[config.mk]
export PLATFORM = sky130hd
export DESIGN_NAME = rr_mux8_arbiter
export DESIGN_NICKNAME = d
export VERILOG_FILES = /design/src/rtl/rr_mux8_arbiter_pkg.sv /design/src/rtl/mux8by1.sv /design/src/rtl/rr_mux8_arbiter_pick8.sv /design/src/rtl/rr_mux8_arbiter.sv
export SDC_FILE = /design/constraint.sdc
export NUM_CORES = 1
export LEC_CHECK = 0
export BUFFER_PORTS_ARGS = -buffer_cell sky130_fd_sc_hd__buf_2
export CAP_MARGIN = 5
export CORE_MARGIN = 5
export CORE_UTILIZATION = 43
export DETAILED_ROUTE_END_ITERATION = 10
export PLACE_DENSITY_LB_ADDON = 0.3
export SYNTH_ARGS = -nofsm -noshare
export SYNTH_HDL_FRONTEND = slang
export SYNTH_SLANG_ARGS = --single-unit
[constraint.sdc]
create_clock -name clk -period 3.81 [get_ports clk]
set_input_delay 0.1905 -clock clk [delete_from_list [all_inputs] [get_ports clk]]
set_output_delay 0.1905 -clock clk [all_outputs]
set_load 0.005 [all_outputs]
[src/rtl/rr_mux8_arbiter_pkg.sv]
// rr_mux8_arbiter_pkg: shared state encodings and sizes for the round-robin mux arbiter
package rr_mux8_arbiter_pkg;
    typedef enum logic {
        STATE_IDLE = 1'b0,
        STATE_BUSY = 1'b1
    } state_t;
    localparam int NUM_REQ = 8;
    localparam int SEL_W   = 3;
endpackage

[src/rtl/mux8by1.sv]
// mux8by1: 8:1 lane selector over a flat bus of W-bit lanes
module mux8by1 #(
    parameter int W = 4
) (
    input  logic [8*W-1:0] d,
    input  logic [2:0]     op,
    output logic [W-1:0]   y
);
    assign y = d[op*W +: W];
endmodule

[src/rtl/rr_mux8_arbiter_pick8.sv]
// rr_pick8: rotate-and-priority-encode picker; first set bit of elig starting at ptr
module rr_pick8
    import rr_mux8_arbiter_pkg::*;
(
    input  logic [NUM_REQ-1:0] elig,
    input  logic [SEL_W-1:0]   ptr,
    output logic               any,
    output logic [SEL_W-1:0]   w
);
    logic [NUM_REQ-1:0] rot;
    logic [SEL_W-1:0]   idx;
    always_comb begin
        rot = NUM_REQ'({elig, elig} >> ptr);
        idx = '0;
        for (int i = NUM_REQ - 1; i >= 0; i--)
            if (rot[i]) idx = SEL_W'(i);
        any = |elig;
        w   = ptr + idx;
    end
endmodule

[src/rtl/rr_mux8_arbiter.sv]
// rr_mux8_arbiter: round-robin grant of eight 4-bit lanes into one valid/ready output register
module rr_mux8_arbiter
    import rr_mux8_arbiter_pkg::*;
#(
    parameter int DATA_W = 4
) (
    input  logic                      clk,
    input  logic                      rst_n,
    input  logic [NUM_REQ-1:0]        req,
    input  logic [NUM_REQ-1:0]        en_mask,
    input  logic [NUM_REQ*DATA_W-1:0] in_data,
    output logic [NUM_REQ-1:0]        ack,
    output logic [SEL_W-1:0]          sel,
    output logic                      out_valid,
    input  logic                      out_ready,
    output logic [DATA_W-1:0]         out_data,
    output logic [SEL_W-1:0]          out_src
);
    state_t             state, state_nxt;
    logic [SEL_W-1:0]   ptr, w;
    logic               any;
    logic [DATA_W-1:0]  lane;
    logic               grant;

    rr_pick8 u_pick (.elig(req & en_mask), .ptr(ptr), .any(any), .w(w));

    mux8by1 #(.W(DATA_W)) u_mux (.d(in_data), .op(w), .y(lane));

    assign grant = (state == STATE_IDLE) && any;

    always_comb begin
        state_nxt = state;
        if (grant)
            state_nxt = STATE_BUSY;
        else if (state == STATE_BUSY && out_valid && out_ready)
            state_nxt = STATE_IDLE;
    end

    always_ff @(posedge clk or negedge rst_n)
        if (!rst_n) state <= STATE_IDLE;
        else        state <= state_nxt;

    // ack is a single-cycle pulse: cleared every cycle unless a grant is made
    always_ff @(posedge clk or negedge rst_n)
        if (!rst_n) begin
            ptr       <= '0;
            ack       <= '0;
            sel       <= '0;
            out_valid <= 1'b0;
            out_data  <= '0;
            out_src   <= '0;
        end else begin
            ack <= '0;
            if (grant) begin
                out_data  <= lane;
                out_src   <= w;
                sel       <= w;
                ack       <= NUM_REQ'(1) << w;
                out_valid <= 1'b1;
                ptr       <= w + SEL_W'(1);
            end else if (state == STATE_BUSY && out_valid && out_ready) begin
                out_valid <= 1'b0;
            end
        end
endmodule

; After elaboration in Yosys (flattened, before gate mapping)
; Cells that the tools add are included.
[totals]
regBits = 19
in_bits = 51
output_inout_bits = 19
wordCells = 27
[op_classes]
add_sub_neg = 2
shifts = 3
n_mux = 11
bitwise_logic = 2
n_reduce_logical = 4
[op_table]
columns = op, n
row1 = indexed part select 32 x 6 -> 4 bit, 1
row2 = two-way mux 3 bit, 8
row3 = >> shifter 16 x 3 -> 8 bit, 1
row4 = AND 8 bit, 1
row5 = two-way mux 8 bit, 1
row6 = OR reduction 8 bit, 1
row7 = << shifter 1 x 3 -> 8 bit (first input constant), 1
row8 = adder 3 x 1 -> 3 bit (second input constant), 1
row9 = adder 3 bit, 1
row10 = logical AND 1 bit, 2
row11 = two-way mux 1 bit, 2
row12 = nonzero test 2 bit, 1
row13 = inverter 1 bit, 1

; Depth between registers and ports, before layout
[depth]
ltp_word = 13
mapped_depth = 19
depth_no_buf = 17

; By module
; Synthesis repeated with hierarchy kept, for this count alone.
[unflattened]
cells_unflattened = 127
hier_area_um2 = 1630.3
[modules_own_cells]
columns = mod, instances, cells_each, area_per_inst_um2, seq_area_each_um2
row1 = rr_mux8_arbiter, 1, 63, 840.8, 475.5
row2 = rr_pick8, 1, 50, 519.2, 0.0
row3 = mux8by1, 1, 14, 270.3, 0.0

; Worst setup path before layout
; OpenSTA, ideal clock, no wires.
[synth_timing]
kind = register to register
startpoint = register ptr[2]
endpoint = register out_data[1]
setup_time_ps = 140
arrival_time_ps = 3669
required_ps = 3670
path_slack_ps = 1
stages_incl_launch_ff = 14
path_buffers = 3
cell_sequence = dfrtp_1 buf_6 mux4_2 mux2i_1 o21ai_0 a211oi_1 a211o_1 o311ai_0 ha_1 clkbuf_1 clkbuf_1 mux4_2 o21ai_0 a31oi_1
[synth_between]
elab_chain_cells = 11
[synth_lines]
columns = item, line_no
row1 = "start, declared", rr_mux8_arbiter.sv:20  ; logic [SEL_W-1:0] ptr, w;
row2 = "start signal, assigned", rr_mux8_arbiter.sv:60  ; ptr <= w + SEL_W'(1);
row3 = >> shifter 16 x 3 -> 8 bit (*), rr_mux8_arbiter_pick8.sv:13  ; rot = NUM_REQ'({elig, elig} >> ptr);
row4 = two-way mux 3 bit (7 in series), rr_mux8_arbiter_pick8.sv:16  ; if (rot[i]) idx = SEL_W'(i);
row5 = two-way mux 3 bit (*), rr_mux8_arbiter_pick8.sv:16
row6 = adder 3 bit (*), rr_mux8_arbiter_pick8.sv:18  ; w = ptr + idx;
row7 = named net u_mux.op[0], mux8by1.sv:6  ; input logic [2:0] op,
row8 = indexed part select 32 x 6 -> 4 bit (*), mux8by1.sv:9  ; assign y = d[op*W +: W];
row9 = "end signal, assigned", rr_mux8_arbiter.sv:55  ; out_data <= lane;
row10 = "end, declared", rr_mux8_arbiter.sv:16  ; output logic [DATA_W-1:0] out_data,
; The timed path passes the listed nets; every way through them passes the cells marked *.
; A chain may end at the register's enable or synchronous reset.

; Final worst setup path
[layout_timing]
startpoint = register ptr[2]
endpoint = register ptr[2]
[layout_between]
elab_chain_cells = 11
[layout_lines]
columns = item, line_no
row1 = >> shifter 16 x 3 -> 8 bit, rr_mux8_arbiter_pick8.sv:13
row2 = two-way mux 3 bit (8 in series), rr_mux8_arbiter_pick8.sv:16
row3 = adder 3 bit (*), rr_mux8_arbiter_pick8.sv:18
row4 = adder 3 x 1 -> 3 bit (*), rr_mux8_arbiter.sv:60
; Every way passes the cells marked *; elsewhere a longest branch is shown, timed or not.

==> key figures <==
Yosys
  – Synth warn: 0
  – Mapped cell area: 1608 sq um
  – Mapped Nets: 213
  – Cells after Synth: 159
  – Distinct cells, synth: 45
  – Syn_area_per_cell: 10.11 sq um
  – Post-synthesis sequential area ratio: 0.2957
  – Flop and latch count out of synthesis: 19

Setup path
  – Arr. time, crit path: 3.71 ns
  – Critical path startpoint category: register
  – Worst path bufs/invs: 2
  – Crit-path cells: mux4_1 -> mux2i_2 -> o21ai_0 -> a211oi_1 -> a211o_1 -> o311ai_0 -> ha_1 -> inv_1 -> fa_2 -> xnor2_2 -> o21a_4 -> nor2_4 -> inv_2 -> ha_1 -> nand2_1 -> nand2_1
  – Crit-path slowest cell: mux4_1
  – Max stage delay on crit path: 0.64 ns
  – Worst Path Max Fanout: 6
  – Delay-heaviest family, CP: multiplexers
  – CP Data Required Time: 3.95 ns
  – Crit. End Element: register
  – Worst setup path class: reg2reg

STA
  – Final Hold Viols: 0
  – Worst slew pin tran: 1.108 ns
  – Slew HR: 0.2516
  – Fmax: 0.2797 GHz
  – Tcrit/Tclk final: 0.9382
  – Min Tclk post-route: 3.575 ns
  – Unrepaired setup endpoints after global routing: no
  – Final setup viols: 0
  – Layout Skew: 0.006603 ns
  – Fin Setup TNS: 0 ns
  – Slew Viols, Final: 0

Clock tree
  – Reg clk slew, reported paths: 0.07 ns
  – Clock Tree Root: clkbuf_8
  – H-tree levels: 1
  – Number of buffers created by CTS: 3
  – CTS tree: built
  – CTS Buffer Depth: 2
  – Worst skew pair latency: 0.25 ns
  – # clock sinks: 19
  – Setup bufs post-CTS: 0

GRT
  – Vias in the first global route: 1,513
  – Total GRT Usage: 0.1558
  – Largest net degree at the start of global routing: 20
  – GR Overflow Total: 0
  – Global-route wire length before repair: 6430 um
  – Initial antenna violation count: 0

Die
  – Initial Utilization: 0.4425
  – Std cell rows: 22
  – Die height: 71.15 um
  – Die area: 5062 sq um
  – I/O pin cnt: 70
  – Core area: 3633 sq um
  – Die Wd: 71.15 um

Status
  – Status: finished, final reports clean

Routing
  – Antenna viol nets, final: 0
  – Vias: 1,511
  – TritonRoute pass-1 iters: 4
  – Detailed-route DRC error count: 0
  – Routed Wire Length: 3961 um
  – Vias per cell: 5.535
  – Avg WL per Cell: 14.51 um
  – Initial drt markers: 84

Place
  – Port Buf Inserts: 69
  – GPL Wtd Cong: 0.9026
  – Hpwl dp: 3225 um

Cells and area
  – # diodes: 0
  – Final net count: 280
  – Core Util, Final: 0.5702
  – Share of post-route cells with drive strength above 1: 0.4844
  – Commonest non-fill, non-tap cells in the layout: buf_2, nand2_1, dfrtp_1
  – P&R area growth vs syn: 28.87%
  – Commonest non-fill, non-tap cell in the layout: buf_2

Run
  – Max-cap violations: 0

Min path
  – Type of the tightest min-delay check: in2reg
## cells in the mapped netlist, drive strengths merged
| library cell | count | area [sq um] |
|---|---|---|
| o21ba | 1 | 16.27 |
| a41o | 1 | 10.01 |
| and2 | 5 | 31.28 |
| xnor2 | 2 | 17.52 |
| nand4b | 1 | 23.77 |
| dfrtp | 19 | 475.5 |
| fa | 1 | 20.02 |
| a211o | 1 | 8.760 |
| nand4 | 2 | 12.51 |
| nand3 | 9 | 45.04 |
| inv | 6 | 22.52 |
| o21ai | 11 | 55.05 |
| a221o | 1 | 10.01 |
| o21a | 2 | 22.52 |
| buf | 8 | 52.54 |
| or3 | 1 | 6.260 |
| nor2 | 12 | 52.55 |
| nor2b | 4 | 25.02 |
| nor3 | 3 | 25.02 |
| or2 | 2 | 12.51 |
| nand2 | 21 | 78.83 |
| and2b | 1 | 7.510 |
| a31oi | 4 | 25.02 |
| o2111ai | 2 | 17.52 |
| clkbuf | 5 | 18.77 |
| a41oi | 1 | 8.760 |
| nor4b | 1 | 15.01 |
| ha | 2 | 25.02 |
| o311ai | 1 | 8.760 |
| nor4 | 2 | 27.53 |
| mux2i | 4 | 40.04 |
| and4 | 1 | 8.760 |
| o211ai | 6 | 45.04 |
| o22ai | 1 | 6.260 |
| a211oi | 1 | 7.510 |
| mux4 | 14 | 322.8 |
## kinds of logic after synthesis
family / count (synthesis) / synth area share
adders and majority gates: 3 / 0.02801
AOI/OAI and AO/OA: 33 / 0.1502
and+or+nand+nor: 65 / 0.2311
DFF: 19 / 0.2957
buffers and inverters: 19 / 0.05836
xor gates and xnor gates: 2 / 0.01090
muxes: 18 / 0.2257
## routing by layer
layer / vias to the layer above / part of all wire / GRT usage
met4: 0 / 0.022 / 0.05846
met1: 695 / 0.42 / 0.1929
met3: 8 / 0.092 / 0.03977
li1: 732 / - / -
met2: 76 / 0.46 / 0.2602
met5: - / 0 / 0
## worst paths after layout
path / from / endpoint / slack [ns] / cells after the start
hold / removal: out_ready / out_valid / 0.12 / 2
max in group asynchronous: rst_n / ptr[2] / 3.09 / 2
hold reg to reg: out_src[0] / out_src[0] / 0.51 / 2
min in group asynchronous: rst_n / ack[4] / 0.40 / 2
setup / recovery: ptr[2] / ptr[2] / 0.24 / 16
setup reg to reg: ptr[2] / ptr[2] / 0.24 / 16
## cell type report
class | instances | area, sq um
clock buffers | 3 | 41.29
repair buffers | 75 | 392.9
inverters | 6 | 22.52
clock inverters | 1 | 5.005
flip-flops and latches | 19 | 479.2
well taps | 48 | 60.06
fillers | 329 | 1562
multi-input cells | 121 | 1071
## metrics by stage
step           hold WS (ns)  cell area, sq um  setup slack [ns]  std cells
6_report             0.1208              2072            0.2354        273
5_1_grt              0.1289              2072           0.01102        273
4_1_cts              0.1219              2036           0.05542        273
3_5_place_dp         0.1438              1979           0.07419        268
3_3_place_gp         0.1438              1979           0.06689        268
2_1_floorplan       -0.1051              1608         0.0006963        159
## state kept, by name, summed over array words and instances (netlist names)
register,cells
ptr,3
ack,8
out_data,4
out_valid,1
out_src,3
## what timing repair did
item,in CTS,in global routing
hold buffers,1,0
hold endpoints to repair,19,0
resized for setup,0,9
endpoints found under the setup margin,0,7
Power is left out: the tool's default activity adds up to more than one toggle a clock period on the data nets, which glitch-free logic cannot reach.
